<file path="src/rtl/pipe_hazard_ctrl_pkg.sv">
// Shared types and helpers for the pipeline sequencing controller.
package pipe_pkg;

  typedef enum logic [1:0] {
    ST_RUN,
    ST_MULTI,
    ST_RELEASE
  } state_e;

  localparam logic [4:0]  REG_ZERO    = 5'd0;
  localparam int unsigned MUL_LAT_DEF = 4;

  // r0 is hardwired to zero, so it can never carry a true dependency.
  function automatic logic reg_match(input logic [4:0] d,
                                     input logic [4:0] s1,
                                     input logic [4:0] s2,
                                     input logic       two_src);
    return (d != REG_ZERO) && ((d == s1) || (two_src && (d == s2)));
  endfunction

endpackage

</file>
<file path="src/rtl/pipe_hazard_ctrl_if.sv">
// Hazard-controller signal bundle: pipeline status in, stage controls and counters out.
interface pipe_hazard_ctrl_if #(
  parameter int unsigned CNT_W = 16
);
  logic [4:0]       id_src1;
  logic [4:0]       id_src2;
  logic             id_two_src;
  logic [4:0]       exe_dest;
  logic             exe_wb_en;
  logic             exe_mem_r_en;
  logic [4:0]       mem_dest;
  logic             mem_wb_en;
  logic             exe_multi;
  logic             branch_taken;
  logic             mem_busy;
  logic             hold_pc;
  logic             hold_ifid;
  logic             bubble_idex;
  logic             flush;
  logic             freeze;
  logic [CNT_W-1:0] stall_cnt;
  logic [CNT_W-1:0] flush_cnt;

  modport master (
    output id_src1, id_src2, id_two_src, exe_dest, exe_wb_en, exe_mem_r_en,
           mem_dest, mem_wb_en, exe_multi, branch_taken, mem_busy,
    input  hold_pc, hold_ifid, bubble_idex, flush, freeze, stall_cnt, flush_cnt
  );

  modport slave (
    input  id_src1, id_src2, id_two_src, exe_dest, exe_wb_en, exe_mem_r_en,
           mem_dest, mem_wb_en, exe_multi, branch_taken, mem_busy,
    output hold_pc, hold_ifid, bubble_idex, flush, freeze, stall_cnt, flush_cnt
  );

endinterface

</file>
<file path="src/rtl/pipe_hazard_ctrl_sat_counter.sv">
// Up-counter that sticks at all-ones instead of wrapping.
module sat_counter #(
  parameter int unsigned WIDTH = 16
) (
  input  logic             clk,
  input  logic             rst,
  input  logic             inc_i,
  output logic [WIDTH-1:0] count_o
);

  logic [WIDTH-1:0] count_q, count_d;

  always_comb begin
    count_d = count_q;
    if (inc_i && (count_q != '1)) count_d = count_q + WIDTH'(1);
  end

  always_ff @(posedge clk) begin
    if (rst) count_q <= '0;
    else     count_q <= count_d;
  end

  assign count_o = count_q;

endmodule

</file>
<file path="src/rtl/pipe_hazard_ctrl.sv">
// Pipeline hold/bubble/flush/freeze generation with saturating stall and flush counters.
// Build option PIPE_FWD_EN: forwarding present, only load-use hazards stall.
module pipe_hazard_ctrl
  import pipe_pkg::*;
#(
  parameter int unsigned MUL_LAT = MUL_LAT_DEF,
  parameter int unsigned CNT_W   = 16
) (
  input logic              clk,
  input logic              rst,
  pipe_hazard_ctrl_if.slave bus
);

  // The RUN cycle that sees exe_multi is the first freeze cycle, hence the -2.
  localparam logic [3:0] MUL_LOAD = (MUL_LAT >= 2) ? 4'(MUL_LAT - 2) : 4'd0;

  state_e     state_q, state_d;
  logic [3:0] cnt_q, cnt_d;
  logic       hz;
  logic       freeze, flush, bubble, hold;

  always_comb begin
`ifdef PIPE_FWD_EN
    hz = bus.exe_mem_r_en &&
         reg_match(bus.exe_dest, bus.id_src1, bus.id_src2, bus.id_two_src);
`else
    hz = (bus.exe_mem_r_en &&
          reg_match(bus.exe_dest, bus.id_src1, bus.id_src2, bus.id_two_src)) ||
         (bus.exe_wb_en &&
          reg_match(bus.exe_dest, bus.id_src1, bus.id_src2, bus.id_two_src)) ||
         (bus.mem_wb_en &&
          reg_match(bus.mem_dest, bus.id_src1, bus.id_src2, bus.id_two_src));
`endif
  end

  always_comb begin
    state_d = state_q;
    cnt_d   = cnt_q;
    unique case (state_q)
      ST_RUN: begin
        if (bus.exe_multi) begin
          cnt_d   = MUL_LOAD;
          state_d = (MUL_LAT == 1) ? ST_RELEASE : ST_MULTI;
        end
      end
      ST_MULTI: begin
        if (cnt_q == '0) state_d = ST_RELEASE;
        else             cnt_d   = cnt_q - 4'd1;
      end
      ST_RELEASE: begin
        if (!bus.mem_busy) state_d = ST_RUN;
      end
      default: state_d = ST_RUN;
    endcase
  end

  always_ff @(posedge clk) begin
    if (rst) begin
      state_q <= ST_RUN;
      cnt_q   <= '0;
    end else begin
      state_q <= state_d;
      cnt_q   <= cnt_d;
    end
  end

  // Freeze outranks a taken branch, which outranks a hazard bubble.
  always_comb begin
    freeze = 1'b0;
    flush  = 1'b0;
    bubble = 1'b0;
    if (!rst) begin
      freeze = bus.mem_busy || (state_q == ST_MULTI) ||
               ((state_q == ST_RUN) && bus.exe_multi);
      if (!freeze) begin
        if (bus.branch_taken) flush  = 1'b1;
        else if (hz)          bubble = 1'b1;
      end
    end
  end

  assign hold            = freeze || bubble;
  assign bus.hold_pc     = hold;
  assign bus.hold_ifid   = hold;
  assign bus.bubble_idex = bubble;
  assign bus.flush       = flush;
  assign bus.freeze      = freeze;

  sat_counter #(.WIDTH(CNT_W)) u_stall_cnt (
    .clk     (clk),
    .rst     (rst),
    .inc_i   (hold),
    .count_o (bus.stall_cnt)
  );

  sat_counter #(.WIDTH(CNT_W)) u_flush_cnt (
    .clk     (clk),
    .rst     (rst),
    .inc_i   (flush),
    .count_o (bus.flush_cnt)
  );

endmodule

</file>
<file path="src/flat_wrapper.sv">
// flat-port wrapper written by rule: the top's interface ports become plain ports
module pipe_hazard_ctrl_flat import pipe_pkg::*;
#(
  parameter int unsigned MUL_LAT = MUL_LAT_DEF,
  parameter int unsigned CNT_W   = 16
)
  (clk, rst, bus_id_src1, bus_id_src2, bus_id_two_src, bus_exe_dest, bus_exe_wb_en, bus_exe_mem_r_en, bus_mem_dest, bus_mem_wb_en, bus_exe_multi, bus_branch_taken, bus_mem_busy, bus_hold_pc, bus_hold_ifid, bus_bubble_idex, bus_flush, bus_freeze, bus_stall_cnt, bus_flush_cnt);
  pipe_hazard_ctrl_if #(.CNT_W(CNT_W)) bus_i ();
  input logic clk;
  input logic rst;
  input wire logic [$bits(bus_i.id_src1)-1:0] bus_id_src1;
  input wire logic [$bits(bus_i.id_src2)-1:0] bus_id_src2;
  input wire logic [$bits(bus_i.id_two_src)-1:0] bus_id_two_src;
  input wire logic [$bits(bus_i.exe_dest)-1:0] bus_exe_dest;
  input wire logic [$bits(bus_i.exe_wb_en)-1:0] bus_exe_wb_en;
  input wire logic [$bits(bus_i.exe_mem_r_en)-1:0] bus_exe_mem_r_en;
  input wire logic [$bits(bus_i.mem_dest)-1:0] bus_mem_dest;
  input wire logic [$bits(bus_i.mem_wb_en)-1:0] bus_mem_wb_en;
  input wire logic [$bits(bus_i.exe_multi)-1:0] bus_exe_multi;
  input wire logic [$bits(bus_i.branch_taken)-1:0] bus_branch_taken;
  input wire logic [$bits(bus_i.mem_busy)-1:0] bus_mem_busy;
  output wire logic [$bits(bus_i.hold_pc)-1:0] bus_hold_pc;
  output wire logic [$bits(bus_i.hold_ifid)-1:0] bus_hold_ifid;
  output wire logic [$bits(bus_i.bubble_idex)-1:0] bus_bubble_idex;
  output wire logic [$bits(bus_i.flush)-1:0] bus_flush;
  output wire logic [$bits(bus_i.freeze)-1:0] bus_freeze;
  output wire logic [$bits(bus_i.stall_cnt)-1:0] bus_stall_cnt;
  output wire logic [$bits(bus_i.flush_cnt)-1:0] bus_flush_cnt;
  assign bus_i.id_src1 = bus_id_src1;
  assign bus_i.id_src2 = bus_id_src2;
  assign bus_i.id_two_src = bus_id_two_src;
  assign bus_i.exe_dest = bus_exe_dest;
  assign bus_i.exe_wb_en = bus_exe_wb_en;
  assign bus_i.exe_mem_r_en = bus_exe_mem_r_en;
  assign bus_i.mem_dest = bus_mem_dest;
  assign bus_i.mem_wb_en = bus_mem_wb_en;
  assign bus_i.exe_multi = bus_exe_multi;
  assign bus_i.branch_taken = bus_branch_taken;
  assign bus_i.mem_busy = bus_mem_busy;
  assign bus_hold_pc = bus_i.hold_pc;
  assign bus_hold_ifid = bus_i.hold_ifid;
  assign bus_bubble_idex = bus_i.bubble_idex;
  assign bus_flush = bus_i.flush;
  assign bus_freeze = bus_i.freeze;
  assign bus_stall_cnt = bus_i.stall_cnt;
  assign bus_flush_cnt = bus_i.flush_cnt;
  pipe_hazard_ctrl #(.MUL_LAT(MUL_LAT), .CNT_W(CNT_W)) u_core (.clk(clk), .rst(rst), .bus(bus_i));
endmodule
</file>
<file path="config.mk">
export PLATFORM = sky130hd
export DESIGN_NAME = pipe_hazard_ctrl_flat
export DESIGN_NICKNAME = d
export VERILOG_FILES = /design/src/rtl/pipe_hazard_ctrl_pkg.sv /design/src/rtl/pipe_hazard_ctrl_if.sv /design/src/rtl/pipe_hazard_ctrl_sat_counter.sv /design/src/rtl/pipe_hazard_ctrl.sv /design/src/flat_wrapper.sv
export SDC_FILE = /design/constraint.sdc
export NUM_CORES = 1
export LEC_CHECK = 0
export CAP_MARGIN = 20
export CORE_ASPECT_RATIO = 2
export CORE_MARGIN = 2
export CORE_UTILIZATION = 45
export DETAILED_ROUTE_END_ITERATION = 12
export PLACE_DENSITY = 0.77
export SLEW_MARGIN = 20
export SYNTH_ARGS = -nofsm -noshare
export SYNTH_HDL_FRONTEND = slang
export SYNTH_SLANG_ARGS = --single-unit
export TNS_END_PERCENT = 50
</file>
<file path="constraint.sdc">
create_clock -name clk -period 2.75 [get_ports clk]
set_clock_uncertainty 0.05 [all_clocks]
set_input_delay 0.55 -clock clk [delete_from_list [all_inputs] [get_ports clk]]
set_output_delay 0.55 -clock clk [all_outputs]
set_load 0.01 [all_outputs]
</file>
==> results of run 1 <==
[report_power, final]
group / switching [mW] / internal, mW / total, mW
combinational: 0.140 / 0.159 / 0.299
sequential: 0.0252 / 0.572 / 0.598
clock: 0.202 / 0.267 / 0.469
[flip-flops by register name, indices dropped and copies added, names as in the netlist]
signal                      count
u_core.cnt_q                    4
u_core.u_stall_cnt.count_o     16
u_core.u_flush_cnt.count_o     16
u_core.state_q                  2
[layer usage]
layer	vias to the layer above	share of wire (%)	track usage, %
li1	1093	-	-
met1	1066	33	20.9
met2	64	61	44.3
met3	10	2.9	2.30
met4	0	2.7	10.5
met5	-	0	0
[worst paths after layout]
kind	from	end	slack, ns	cells after the start
setup reg to reg	u_core.state_q[0]	u_core.u_stall_cnt.count_o[10]	0.48	8
setup / recovery	bus_mem_dest[4]	bus_hold_pc	0.07	8
hold / removal	u_core.u_stall_cnt.count_o[7]	u_core.u_stall_cnt.count_o[7]	0.45	1
hold reg to reg	u_core.u_stall_cnt.count_o[7]	u_core.u_stall_cnt.count_o[7]	0.45	1
[final cells by class]
class                   instances  area share, %
multi-input cells             191           42.9
well taps                      57           2.23
inverters                      11           1.37
repair buffers                 93           26.3
clock inverters                 3           1.25
clock buffers                   5           2.15
flip-flops and latches         38           23.8
[logic make-up after synthesis]
group | after synthesis | synth area share [%]
AND/OR/NAND/NOR | 100 | 24.8
adder cells (fa/ha/maj) | 4 | 2.22
buffers and inverters | 24 | 6.61
XOR/XNOR | 37 | 14.4
flip-flops | 38 | 33.8
AO/OA/AOI/OAI | 48 | 17.1
multiplexers | 2 | 1.17
[placed cells by master, fill, tap and decap left out, types with 3 or more instances in the layout]
| cell type | synthesis | layout |
|---|---|---|
| clkdlybuf4s50_1 | 0 | 51 |
| a21oi_1 | 13 | 12 |
| nand4_1 | 11 | 11 |
| dfxtp_1 | 38 | 38 |
| dlygate4sd2_1 | 0 | 8 |
| nand2_1 | 17 | 17 |
| xnor2_1 | 23 | 23 |
| nor3_1 | 3 | 3 |
| inv_1 | 9 | 9 |
| buf_2 | 2 | 3 |
| dlymetal6s2s_1 | 0 | 3 |
| nor2_1 | 25 | 24 |
| or4_1 | 8 | 7 |
| nand3b_1 | 3 | 3 |
| clkbuf_8 | 0 | 5 |
| buf_4 | 1 | 28 |
| ha_1 | 4 | 4 |
| o31ai_1 | 7 | 7 |
| o41ai_1 | 4 | 4 |
| o311ai_1 | 4 | 4 |
| xor2_1 | 14 | 14 |
| and3_1 | 3 | 3 |
| nand3_1 | 13 | 13 |
[critical path, cell delays in order]
cell	delay [ns]
dlygate4sd2_1	0.24
or4_4	0.53
o21ai_2	0.13
nor2_2	0.06
a221oi_2	0.24
buf_4	0.17
inv_4	0.03
buf_2	0.13
[timing repair]
item | 4_1_cts | 5_1_grt
setup buffers | 1 | 0
resized for setup | 22 | 8
pin swaps | 6 | 4
endpoints found under the setup margin | 4 | 11
[through the flow]
stage / TNS, ns / setup slack (ns) / hold slack (ns)
after CTS: 0 / 0.0307 / 0.461
after global placement: -3.11 / -0.476 / 0.434
final: 0 / 0.0653 / 0.452
after detailed placement: -4.08 / -0.511 / 0.449
after floorplan: 0 / 0.246 / 0.437
after global routing: -0.0572 / -0.0286 / 0.485
==> flow_summary.ini, run 1 <==
[outcome]
status = complete, no violations

[synthesis]
synth_ff_type = dfxtp_1
synthesis.area_sq_um = 2250
yosys_warnings = 0
synth_area_leader_cell = dfxtp_1
yosysMostFrequentCell = dfxtp_1
async_reset_ff_share_pct = 0
avgSynthCellArea_sq_um = 8.90
ys_types = 58
syn_nets = 286
seq_area_frac_synth_pct = 33.8
synthTopCellsByCount = dfxtp_1 (38), nor2_1 (25), xnor2_1 (23), nand2_1 (17), xor2_1 (14)
ys_seq_elements = 38
synth_edf_count = 0
synth_top_area_share_pct = 33.8
synth_top_cells_by_area = dfxtp_1 (34%), xnor2_1 (8.9%), xor2_1 (5.4%), nor2_1 (4.2%), nand4_1 (3.1%)
syn_inst = 253

[floorplanning]
die_area_sq_um = 5620
core_region_area_sq_um = 4860
die_x_um = 54.0
rows = 36
die_h_um = 104
start_util_pct = 46.3
io-pin-count = 66

[clock_tree]
numCtsBuffers = 5
cts_sinks = 38
cts_tree = built
postCtsHoldBufs = 0
clk_latency_ns = 0.29
clkTransAtPathRegs_ns = 0.08
htree_levels = 2
max-clock-path-buffers = 2
cts-root-buf = clkbuf_8

[global_routing]
antenna_found_initial = 0
grt_usage_pct = 22.6
grt_pass1_wl_um = 9470
grt_pass1_vias = 2161
grt_max_degree = 35
grt_overflow = 0

[drt]
avgRoutedWirePerCell_um = 15.1
wl_um = 6000
num_vias = 2233
drt_iter0_markers = 37
dr.pass1.iters = 4
vias_per_cell = 5.61
drcViolationCount = 0
drtAntennaViolNets = 0

[finish]
multi_input_area_sq_um = 1370
fillerInstances = 415
drive_above_1_share_pct = 19.9
final_area_sq_um = 3200
seqCellArea_sq_um = 761
stdcell_count = 398
antenna_cells = 0
area_delta_synth_final_pct = 42.2
num-nets-final = 373
final_core_util_pct = 65.8

[setup_path]
crit_path_start_kind = primary input
required_ns = 2.15
worstPathArrival_ns = 2.08
crit_type = primary input to primary output
path_max_fanout = 3
critPathCaptureType = primary output

[timing]
max_freq_mhz = 372
grt_setup_unrepaired = true
tightest_slew_ns = 0.494
relSlewSlack_pct = 67.0
final-setup-viol-count = 0
hold_viol = 0
report.final.slew_viol_count = 0
finalCritPeriodShare_pct = 97.6
finalCriticalPeriod_ns = 2.68

[hold_path]
hold_class = flip-flop to flip-flop

[power]
power_density_nw_per_um2 = 427
leakage_nw = 1.21
peakVddDrop_mv = 0.336
power.total_mw = 1.37

[placed_design]
dpl_cell_area_sq_um = 3070
dpl.hpwl_um = 4700
port-buffer-count = 65
gp_congestion = 0.864
dpl.cell_count = 389

[job]
cap_violations = 0
Power figures use the tool's default switching activity.
==> run 2: changes to the inputs <==
==> constraint.sdc (replaced) <==
create_clock -name clk -period 3.25 [get_ports clk]
set_clock_uncertainty 0.05 [all_clocks]
set_input_delay 0.65 -clock clk [delete_from_list [all_inputs] [get_ports clk]]
set_output_delay 0.65 -clock clk [all_outputs]
set_load 0.01 [all_outputs]
==> run 2 against run 1 <==
Non-clock buffer count shrank 9. Highest routed layer unchanged. Sequential share of layout area up 0.73 points. Routed wire length down 0.78%. Sequential cell count stayed put. Final cell count down 2.8%. Core utilization decreased by 2.0 points. Sequential power shrank 15%. Via count is 0.99% lower. Combinational power fell by 17%. First-iteration DRC count is 68% higher. Global-route usage about the same. Largest cell class unchanged. Die area did not move. Critical path type unchanged.
==> flow_summary.ini, run 2 (same netlist as run 1, synthesis figures left out) <==
[floorplanning]
core_region_area_sq_um = 4860
die_x_um = 54.0
io-pin-count = 66
die_area_sq_um = 5620
die_h_um = 104
start_util_pct = 46.3
rows = 36

[setup_path]
crit_type = primary input to primary output
path_max_fanout = 3
crit_family = buffers and inverters
r2r_end = u_core.u_stall_cnt.count_o[10]
crit_chain = clkdlybuf4s50_1 > or4_4 > nor2_2 > nor3_2 > a221oi_2 > buf_4 > inv_4 > dlygate4sd2_1
critPathLaunch = bus_exe_dest[1]
required_ns = 2.55
r2r_start = u_core.state_q[0]
crit_path_start_kind = primary input
critPathCaptureType = primary output
cp_slowest_cell = or4_4
slowest_delay_ns = 0.54
worstPathArrival_ns = 2.50
path_depth = 8
cp.buffers_inverters = 4
cp-endpoint = bus_hold_pc
reg2regPathDepth = 8
r2r_slack_ns = 0.91

[finish]
final_core_util_pct = 63.9
area_delta_synth_final_pct = 37.9
mostFrequentLayoutCells = clkdlybuf4s50_1 (60), dfxtp_1 (38), nor2_1 (24), xnor2_1 (23), buf_4 (19)
num-nets-final = 364
final_common_cell = clkdlybuf4s50_1
antenna_cells = 0
final_area_sq_um = 3110
stdcell_count = 387
drive_above_1_share_pct = 15.5

[clock_tree]
postCtsHoldBufs = 0
clkTransAtPathRegs_ns = 0.07
clk_latency_ns = 0.28
max-clock-path-buffers = 2
cts-root-buf = clkbuf_8
htree_levels = 2
cts_tree = built
cts_sinks = 38
numCtsBuffers = 5

[drt]
drtAntennaViolNets = 0
drcViolationCount = 0
num_vias = 2211
vias_per_cell = 5.71
drt_iter0_markers = 62
wl_um = 5950
dr.pass1.iters = 4
avgRoutedWirePerCell_um = 15.4

[global_routing]
grt_usage_pct = 22.6
grt_max_degree = 35
grt_pass1_wl_um = 9580
grt_overflow = 0
antenna_found_initial = 0
grt_pass1_vias = 2201

[timing]
tightest_slew_ns = 0.621
finalCriticalPeriod_ns = 3.20
final-setup-viol-count = 0
grt_setup_unrepaired = true
finalSetupTns_ns = 0
layout_setup_ws_ns = 0.0533
relSlewSlack_pct = 58.5
report.final.slew_viol_count = 0
hold_viol = 0
finalCritPeriodShare_pct = 98.4
max_freq_mhz = 313

[job]
cap_violations = 0

[power]
switching_share_pct = 27.5
power_frac_comb_pct = 23.0
switchingPower_mw = 0.295
seq_power_share_pct = 47.2
clockPowerShare_pct = 29.8
power_density_nw_per_um2 = 346
p_int_mw = 0.778
leakage_nw = 1.12
peakVddDrop_mv = 0.305

[outcome]
status = complete, no violations

[placed_design]
gp_congestion = 0.834
dpl_cell_area_sq_um = 3000
port-buffer-count = 65
dpl.hpwl_um = 4710
dp_slack_ns = -0.198
dpl.cell_count = 380

[hold_path]
hold_class = flip-flop to flip-flop
run 2: worst min-delay path by stage:
| stage | from | cells past startpoint | endpoint |
|---|---|---|---|
| after floorplan | u_core.cnt_q[1] | 2 | u_core.cnt_q[1] |
| after global placement | u_core.u_stall_cnt.count_o[7] | 1 | u_core.u_stall_cnt.count_o[7] |
| after detailed placement | u_core.u_stall_cnt.count_o[13] | 2 | u_core.u_stall_cnt.count_o[13] |
| after CTS | u_core.u_stall_cnt.count_o[13] | 2 | u_core.u_stall_cnt.count_o[13] |
| after global routing | u_core.u_stall_cnt.count_o[15] | 2 | u_core.u_stall_cnt.count_o[15] |
| final | u_core.u_stall_cnt.count_o[13] | 2 | u_core.u_stall_cnt.count_o[13] |
run 2: cell type report:
| cell class | instances | area, sq um |
|---|---|---|
| fillers | 451 | 1760 |
| multi-input cells | 191 | 1350 |
| repair buffers | 84 | 796 |
| flip-flops and latches | 38 | 761 |
| clock buffers | 6 | 82.6 |
| well taps | 57 | 71.3 |
| inverters | 11 | 43.8 |
run 2: stage by stage:
stage	hold WS [ns]	total power, mW
2_1_floorplan	0.437	0.670
6_report	0.465	1.07
3_5_place_dp	0.456	0.763
5_1_grt	0.485	1.13
4_1_cts	0.466	1.08
3_3_place_gp	0.435	0.756
run 2: what timing repair did:
action / CTS / global route
pin swaps: 1 / 1
setup buffers: 1 / 0
resized for setup: 3 / 6
gates cloned: 0 / 0
setup endpoints to repair: 3 / 2
run 2: worst register-to-register path: cells and delay by family, from the launching register on:
kind	cells	cell delay (ns)
buffers and inverters	3	0.55
DFF	1	0.51
AOI/OAI and AO/OA	3	0.47
and+or+nand+nor	1	0.34
muxes	1	0.32
run 2: power groups by stage:
stage | registers [mW] | logic (mW) | clock network (mW)
final | 0.507 | 0.247 | 0.320
after global routing | 0.510 | 0.273 | 0.346
after CTS | 0.506 | 0.247 | 0.328
after detailed placement | 0.517 | 0.246 | 0
after global placement | 0.517 | 0.239 | 0
after floorplan | 0.510 | 0.160 | 0
run 2: layer usage:
layer	wire (um)	vias to the layer above	global-route usage (%)
met5	0	-	0
met4	267	0	12.3
met3	212	19	2.87
met2	3500	79	44.3
met1	1980	1040	19.5
li1	-	1073	-
==> run 3: changes to the inputs <==
--- a/config.mk
+++ b/config.mk
@@ -5,7 +5,6 @@
 export SDC_FILE = /design/constraint.sdc
 export NUM_CORES = 1
 export LEC_CHECK = 0
-export CAP_MARGIN = 20
 export CORE_ASPECT_RATIO = 2
 export CORE_MARGIN = 2
 export CORE_UTILIZATION = 45
==> results of run 3 <==
Final layout, timing and power as in run 2 (identical DEF).
